**src/rtl/led_sequence_player.sv**
```systemverilog
// led_sequence_player: memory-mapped LED sequence buffer and autonomous player.
// The processor appends colour codes at address 7, issues start/clear commands at
// address 8 and polls the status word at address 8. While idle the LEDs echo the
// synchronized pushbuttons; during playback each colour is lit for ON_CYCLES and
// followed by GAP_CYCLES of darkness.
module led_sequence_player #(
    parameter int DEPTH      = 32,
    parameter int ON_CYCLES  = 25000000,
    parameter int GAP_CYCLES = 12500000,
    parameter int CNT_W      = 25
) (
    input  logic        clock,
    input  logic        reset,
    input  logic        wren,
    input  logic [11:0] addr,
    input  logic [31:0] data_in,
    output logic [31:0] data_out,
    input  logic        red_button,
    input  logic        blue_button,
    input  logic        green_button,
    input  logic        yellow_button,
    output logic        red_led,
    output logic        blue_led,
    output logic        green_led,
    output logic        yellow_led
);

    localparam int                AW          = (DEPTH > 1) ? $clog2(DEPTH) : 1;
    localparam logic [11:0]       ADDR_APPEND = 12'd7;
    localparam logic [11:0]       ADDR_CTRL   = 12'd8;
    localparam logic [CNT_W-1:0]  ON_LAST     = CNT_W'(ON_CYCLES - 1);
    localparam logic [CNT_W-1:0]  GAP_LAST    = CNT_W'(GAP_CYCLES - 1);
    localparam logic [7:0]        DEPTH_W     = 8'(DEPTH);

    typedef enum logic [1:0] {
        S_IDLE = 2'd0,
        S_ON   = 2'd1,
        S_GAP  = 2'd2
    } state_t;

    state_t           r_state;
    state_t           w_state_next;
    logic [CNT_W-1:0] r_timer;
    logic [7:0]       r_count;
    logic [7:0]       r_index;
    logic             r_done;
    logic [1:0]       r_buf [DEPTH];
    logic [3:0]       r_btn_meta;
    logic [3:0]       r_btn_sync;
    logic [3:0]       r_led;
    logic [3:0]       w_led_next;

    logic             w_wr_append;
    logic             w_wr_ctrl;
    logic             w_clear;
    logic             w_start;
    logic             w_append;
    logic             w_full;
    logic             w_busy;
    logic             w_on_end;
    logic             w_gap_end;
    logic             w_last;
    logic [1:0]       w_colour;
    logic [31:0]      w_status;
    logic             w_unused_data;

    // LED bit order matches the colour code: 0 red, 1 blue, 2 green, 3 yellow.
    assign red_led    = r_led[0];
    assign blue_led   = r_led[1];
    assign green_led  = r_led[2];
    assign yellow_led = r_led[3];

    // Bus decode; clear has priority over start in the same command write.
    assign w_wr_append = wren && (addr == ADDR_APPEND);
    assign w_wr_ctrl   = wren && (addr == ADDR_CTRL);
    assign w_clear     = w_wr_ctrl && data_in[1];
    assign w_full      = (r_count == DEPTH_W);
    assign w_busy      = (r_state != S_IDLE);
    assign w_start     = w_wr_ctrl && data_in[0] && !data_in[1] &&
                         !w_busy && (r_count != 8'd0);
    assign w_append    = w_wr_append && !w_busy && !w_full;

    assign w_on_end  = (r_state == S_ON)  && (r_timer == ON_LAST);
    assign w_gap_end = (r_state == S_GAP) && (r_timer == GAP_LAST);
    assign w_last    = (r_index == r_count - 8'd1);
    assign w_colour  = r_buf[r_index[AW-1:0]];

    assign w_status = {8'd0, r_index, r_count, 5'd0, r_done, w_full, w_busy};
    assign data_out = (addr == ADDR_CTRL) ? w_status : 32'd0;

    // Only the colour bits of the store data carry information.
    assign w_unused_data = ^data_in[31:2];

    // State register.
    always_ff @(posedge clock or posedge reset) begin
        if (reset) begin
            r_state <= S_IDLE;
        end else begin
            // NOTE: sequential state always uses non-blocking assignment so every
            // register samples the pre-edge values regardless of block order.
            r_state <= w_state_next;
        end
    end

    // Next-state logic: clear aborts from any state, otherwise ON/GAP alternate
    // until the last entry's gap expires.
    always_comb begin
        // NOTE: default first, so every path assigns w_state_next and no latch forms.
        w_state_next = r_state;
        if (w_clear) begin
            w_state_next = S_IDLE;
        end else begin
            unique case (r_state)
                S_IDLE:  if (w_start)   w_state_next = S_ON;
                S_ON:    if (w_on_end)  w_state_next = S_GAP;
                S_GAP:   if (w_gap_end) w_state_next = w_last ? S_IDLE : S_ON;
                default: w_state_next = S_IDLE;
            endcase
        end
    end

    // Phase timer: counts 0..N-1 inside ON and GAP, held at zero otherwise.
    always_ff @(posedge clock or posedge reset) begin
        if (reset) begin
            r_timer <= '0;
        end else if (w_clear || w_start || w_on_end || w_gap_end || !w_busy) begin
            r_timer <= '0;
        end else begin
            r_timer <= r_timer + CNT_W'(1);
        end
    end

    // Play index: restarts on start, advances after each non-final gap.
    always_ff @(posedge clock or posedge reset) begin
        if (reset) begin
            r_index <= 8'd0;
        end else if (w_clear || w_start) begin
            r_index <= 8'd0;
        end else if (w_gap_end && !w_last) begin
            r_index <= r_index + 8'd1;
        end
    end

    // Entry count: grows on accepted appends, emptied only by clear.
    always_ff @(posedge clock or posedge reset) begin
        if (reset) begin
            r_count <= 8'd0;
        end else if (w_clear) begin
            r_count <= 8'd0;
        end else if (w_append) begin
            r_count <= r_count + 8'd1;
        end
    end

    // Sticky done flag: set when the final gap ends, cleared by start or clear.
    always_ff @(posedge clock or posedge reset) begin
        if (reset) begin
            r_done <= 1'b0;
        end else if (w_clear || w_start) begin
            r_done <= 1'b0;
        end else if (w_gap_end && w_last) begin
            r_done <= 1'b1;
        end
    end

    // Sequence storage.
    // NOTE: the buffer has no reset; r_count alone defines which entries are valid.
    always_ff @(posedge clock) begin
        if (w_append) begin
            r_buf[r_count[AW-1:0]] <= data_in[1:0];
        end
    end

    // Two-flop synchronizer for the asynchronous pushbuttons.
    always_ff @(posedge clock or posedge reset) begin
        if (reset) begin
            r_btn_meta <= 4'd0;
            r_btn_sync <= 4'd0;
        end else begin
            r_btn_meta <= {yellow_button, green_button, blue_button, red_button};
            r_btn_sync <= r_btn_meta;
        end
    end

    // LED source select: echo when idle, one-hot colour in ON, dark in GAP or on clear.
    always_comb begin
        w_led_next = 4'd0;
        unique case (r_state)
            S_IDLE:  w_led_next = r_btn_sync;
            S_ON:    w_led_next = 4'b0001 << w_colour;
            default: w_led_next = 4'd0;
        endcase
        if (w_clear) begin
            w_led_next = 4'd0;
        end
    end

    // Registered LED drives.
    always_ff @(posedge clock or posedge reset) begin
        if (reset) begin
            r_led <= 4'd0;
        end else begin
            r_led <= w_led_next;
        end
    end

endmodule

```
**config.mk**
```make
export PLATFORM = sky130hd
export DESIGN_NAME = led_sequence_player
export DESIGN_NICKNAME = d
export VERILOG_FILES = /design/src/rtl/led_sequence_player.sv
export SDC_FILE = /design/constraint.sdc
export NUM_CORES = 1
export LEC_CHECK = 0
export ABC_AREA = 1
export CAP_MARGIN = 20
export CORE_UTILIZATION = 60
export DETAILED_ROUTE_END_ITERATION = 10
export GPL_TIMING_DRIVEN = 0
export PLACE_DENSITY_LB_ADDON = 0.1
export SLEW_MARGIN = 5
export SYNTH_ARGS = -nofsm -noshare
export SYNTH_HDL_FRONTEND = slang
export SYNTH_SLANG_ARGS = --single-unit
```
**constraint.sdc**
```tcl
create_clock -name clock -period 3.2 [get_ports clock]
set_input_delay 0.8 -clock clock [delete_from_list [all_inputs] [get_ports clock]]
set_output_delay 0.8 -clock clock [all_outputs]
set_load 0.02 [all_outputs]
```
## After elaboration in Yosys (flattened, before gate mapping)

Memories as Yosys holds them, arrays and structs flattened.
Cells that the tools add are included.

- $add $sub $neg: 4
- Multipliers: 0
- Div/mod/pow operators: 0
- Magnitude comparators: 0
- Equal/unequal tests: 11
- Shift-type cells: 1
- Mux-type cells: 18
- Bitwise logic cells: 0
- Reductions and logical operators: 28

Operator list:

| operator | number |
|---|---|
| $mux 8 | 4 |
| $add 25x1->25 const B | 1 |
| $eq 25x24->1 const B | 1 |
| $eq 25x25->1 const B | 1 |
| $mux 25 | 1 |
| $mux 24 | 1 |
| $add 8x1->8 const B | 2 |
| $logic_and 1x1->1 | 13 |
| $eq 12x3->1 const B | 1 |
| $eq 12x4->1 const B | 1 |
| $ne 3x3->1 const B | 3 |
| $eq 8x6->1 const B | 1 |
| $eq 8x8->1 | 1 |
| $mux 2 | 4 |
| $pmux 4 s2 | 1 |
| $reduce_bool 2->1 | 4 |
| $reduce_bool 8->1 | 1 |
| $sub 8x1->8 const B | 1 |
| $pmux 2 s3 | 1 |
| $mux 1 | 5 |
| $logic_not 1->1 | 4 |
| $logic_or 1x1->1 | 4 |
| $mux 4 | 1 |
| $shl 1x2->4 const A | 1 |
| 4 further kinds | 4 |

- Flip-flop bits (word level): 56
- Latch bits: 0
- RAM bits: 64
- Memory bits (read-only): 0
- Input port bits: 51
- Output and inout bits: 36
- Logic and storage cells: 71
- Memories kept: 1

Memories:

| memory | words | bits a word | read ports | clocked after memory_dff | write ports | RTL line | text |
|---|---|---|---|---|---|---|---|
| r_buf | 32 | 2 | 1 | 0 | 1 | 47 | `logic [1:0] r_buf [DEPTH];` |

## Depth between registers and ports, before layout

- Depth in word-level cells: 11
- Gate-level depth with buffers: 13
- Depth with buffers taken out: 12

## Worst setup path before layout

OpenSTA, ideal clock, no wires.

- Kind: input to output
- From: input addr[7]
- To: output data_out[13]
- Arrival: 1.858 ns
- Required time: 2.400 ns
- Setup slack: 0.542 ns
- Stages on the path: 7
- Buffers on the path: 2
- Cell sequence: nor2_1 > nand2_1 > nor2_1 > nand2_1 > clkbuf_1 > clkbuf_1 > nor2_1

- Word-level cells in the longest chain between the ends: 2

Ends and longest elaborated chain:

| element | RTL line | text |
|---|---|---|
| start: declaration | 15 | `input logic [11:0] addr,` |
| $eq 12x4->1 | 89 | `assign data_out = (addr == ADDR_CTRL) ? w_status : 32'd0;` |
| $mux 24 | 89 |  |
| end: declaration | 17 | `output logic [31:0] data_out,` |

Every way passes these cells.

## Worst setup path after layout

- From: input addr[5]
- To: output data_out[22]

Same word-level chain as after synthesis.

==> results.md <==
- Leak: 3.68 nW
- # port buffers: 43
- Post-synthesis area per instance: 8.24 um2
- Core area: 10900 um2
- Grt met3 use: between 8 and 9%
- Slew @ Worst Pin: approximately 560 ps
- Pre-CTS WS: -623 ps
- Skew-Pair Late Insertion Delay: 410 ps
- Hpwl dp: 11900 um
- Met1 usage: 43.7%
- Sw power: 0.000782 W
- Final Non-Filler Cells: 1054
- Simple-gate area share of the yosys netlist: about a third
- Fin crit share: between 90% and 100%
- Internal power: 0.00298 W
- Final Util: 74.3%
- EDFF count, synth: 64
- Cells along the critical path: clkdlybuf4s50_1 -> nor2_1 -> nand2_1 -> nor2_4 -> nand2_4 -> buf_4 -> nor2_1 -> clkdlybuf4s15_1
- DRC Markers: 0
- Clock buffer depth: 2
- Area fraction in compound gates after synthesis: about 1.8%
- Sequential share of power: 43.8%
- Worst-path maximum fanout: 11
- Class of the worst hold path: register to register
- Final setup vio count: 0
- Reg clk slew, reported paths: around 50 ps
- Main combinational cell family by area after synthesis: simple AND/OR/NAND/NOR gates
- First-pass GRT wire length: 26800 um
- H-tree depth: 4
- Status: finished, final reports clean
- Flops & latches, synth: between 100 and 150
- Num CTS Buffers: 17
- WS Path Type: input port to output pin
- Global route overflow: 0
- Pre-antenna DRT Iters: 5
- Initial Util: 62.2%
- Fraction of the mapped netlist area in adder cells: 1.29%
- Diodes inserted: 0
- YS warnings: 0
- Placed cells: 1023
- Final net count: around 960
- Data arrival, critical path: 2300 ps
- Setup WS post-layout: 95.3 ps
- Yosys cell types: 40
- Max Slew Vio Count: 0
- Crit path launch type: input port
- Via count of the first global-routing pass: ~5500
- CP most frequent cell: nor2_1
- Mapped cell area: a little under 7000 um2
- Sw frac: a little over a fifth
- Row cnt: 38
- Max Cap Viol: 0
- Post-synthesis sequential area ratio: between 40% and 50%
- Pwr dens: ~460 nW/um2
- GPL Wtd Cong: between 0.9 and 1
- Max-Slew Margin vs Limit: 62.2%
- Avg WL per Cell: 16.1 um
- Routed WL: 16900 um
- Reg2reg end: r_buf[29][0]$_DFFE_PP_
- Via density: 5.48
- Min Hold Slack: between 300 and 400 ps
- Multiplexer share of the synthesized area: 0%
- Clock share of power: 52.5%
- Min-delay src: r_btn_meta[0]$_DFF_PP0_
- Hold path cells: 0
- Slowest cell on the critical path: clkdlybuf4s50_1
- WP data required: 2400 ps
- Top-Level Pins: 87
- Initial antenna violation count: 0
- Cell count after synthesis: 825
- Met2 usage: 45.3%
- Vias: 5774
- Combinational Power Share: 3.7%
- Min Tclk post-route: a little over 3000 ps
- Setup Skew: ~10 ps
- Dominant synthesized flop cell: edfxtp_1
- GR Util All Layers: 30.8%
- Global route hottest layer: met2
- Root Driver: clkbuf_16
- Total chip power: 0.00376 W
- R2R depth: 8
- Antenna Nets Post-Route: 0
- Die width: 108 um
- Layout area overhead: 19.6%
- Max Clk Rate: about 320 MHz
- CP endpoint kind: output pin
- Reg2reg start: r_count[0]$_DFFE_PP0P_
- Reg2reg setup slack: approximately 650 ps
- Max VDD drop: 0.380 mV
- Min-Delay Endpoint: r_btn_sync[0]$_DFF_PP0_
- Die area: 11800 um2
- Share of cells above drive strength 1: 12.8%
- Async SR Flop Fraction: a little under half
- Largest stage delay, worst path: around 400 ps
- Drt initial violations: 631
- XOR/XNOR Fraction of Synth Area: 4.45%
- CTS tree: done
- CTS Sinks: 120
- Post-CTS Hold Buffers: 0
- Die H: ~110 um
- Largest net degree at the start of global routing: 32
- Count of final hold-check violations: 0
==> area by class of cell <==
class	instances	area, um2
buffer	37	279
timing repair buffer	46	473
sequential	120	3320
clock inverter	8	76.3
clock buffer	24	547
inverter	119	452
multi-input combinational	560	2800
fill	829	2810
tap	140	175
==> worst max-delay path: cells and delay by family <==
family                 cells  cell delay, ps
AND/OR/NAND/NOR            5             600
buffers and inverters      3             900
==> metrics by stage <==
step           area (um2)  TNS (ps)
6_report             8130         0
4_1_cts              8130     -20.6
3_5_place_dp         7510     -7440
3_3_place_gp         7450     -6940
2_1_floorplan        6840         0
5_1_grt              8130     -5.76
==> what timing repair did <==
| item | in CTS | in global routing |
|---|---|---|
| resized for setup | 38 | 7 |
| pin swaps | 0 | 1 |
| hold endpoints to repair | 0 | 0 |
| buffers inserted | 0 | 0 |
| endpoints found under the setup margin | 19 | 10 |
==> cells in the final DEF (no fill, tap or decap), drive strengths merged, types with 9 or more instances in the layout <==
| cell type | n |
|---|---|
| nand3 | 107 |
| nor2 | 127 |
| clkdlybuf4s50 | 24 |
| nor3 | 24 |
| a21oi | 12 |
| xnor2 | 9 |
| dlygate4sd2 | 9 |
| nand4 | 17 |
| clkbuf | 26 |
| nand2 | 191 |
| xor2 | 23 |
| edfxtp | 64 |
| conb | 13 |
| inv | 121 |
| buf | 41 |
| dfrtp | 56 |
==> cells in the mapped netlist (all sizes together), types with 9 or more instances <==
cell type  instances  share of area [%]
buf               36                4.0
nor2             127                7.6
nor3              24                2.5
edfxtp            64                 28
nand3            107                8.1
xor2              23                3.0
xnor2              9                1.2
a21oi             12                1.0
inv              118                6.5
dfrtp             56                 21
nand4             17                1.6
nand2            191                 11
==> state kept, by name, indices dropped and copies added (netlist names) <==
name	flops
r_led	4
r_count	8
r_state	2
r_timer	25
r_btn_sync	4
r_done	1
r_buf	64
r_index	8
r_btn_meta	4
==> routing by layer <==
layer  part of all wire (%)  vias to the layer above
met3                    8.8                       27
li1                       -                     2763
met2                     44                      281
met4                    1.7                        0
met5                      0                        -
met1                     45                     2703
==> worst max-delay path by stage <==
| stage | start | to | slack, ps | cells past startpoint |
|---|---|---|---|---|
| 6_report | addr[5] | data_out[22] | 100 | 8 |
| 3_5_place_dp | addr[2] | data_out[19] | -620 | 9 |
| 2_1_floorplan | addr[7] | data_out[13] | 540 | 7 |
| 3_3_place_gp | addr[1] | data_out[15] | -550 | 9 |
| 4_1_cts | addr[5] | data_out[19] | -20 | 8 |
| 5_1_grt | addr[5] | data_out[22] | -6 | 8 |
==> kinds of logic (layout without fill, tap and decap cells) <==
kind of cell,Yosys count,after routing
AND/OR/NAND/NOR,486,486
buffers and inverters,157,234
flip-flops,120,120
XOR/XNOR,33,33
AO/OA/AOI/OAI,21,21
adder cells (fa/ha/maj),7,7
other,1,13
==> power by group through the flow <==
stage	registers [W]	logic, W	clock network [W]
after global placement	0.00168	0.000124	0
after global routing	0.00165	0.000152	0.00204
after floorplan	0.00168	0.0000644	0
final	0.00165	0.000137	0.00197
after CTS	0.00165	0.000137	0.00197
after detailed placement	0.00168	0.000137	0
Note: power is estimated with default switching activity, not from simulation.
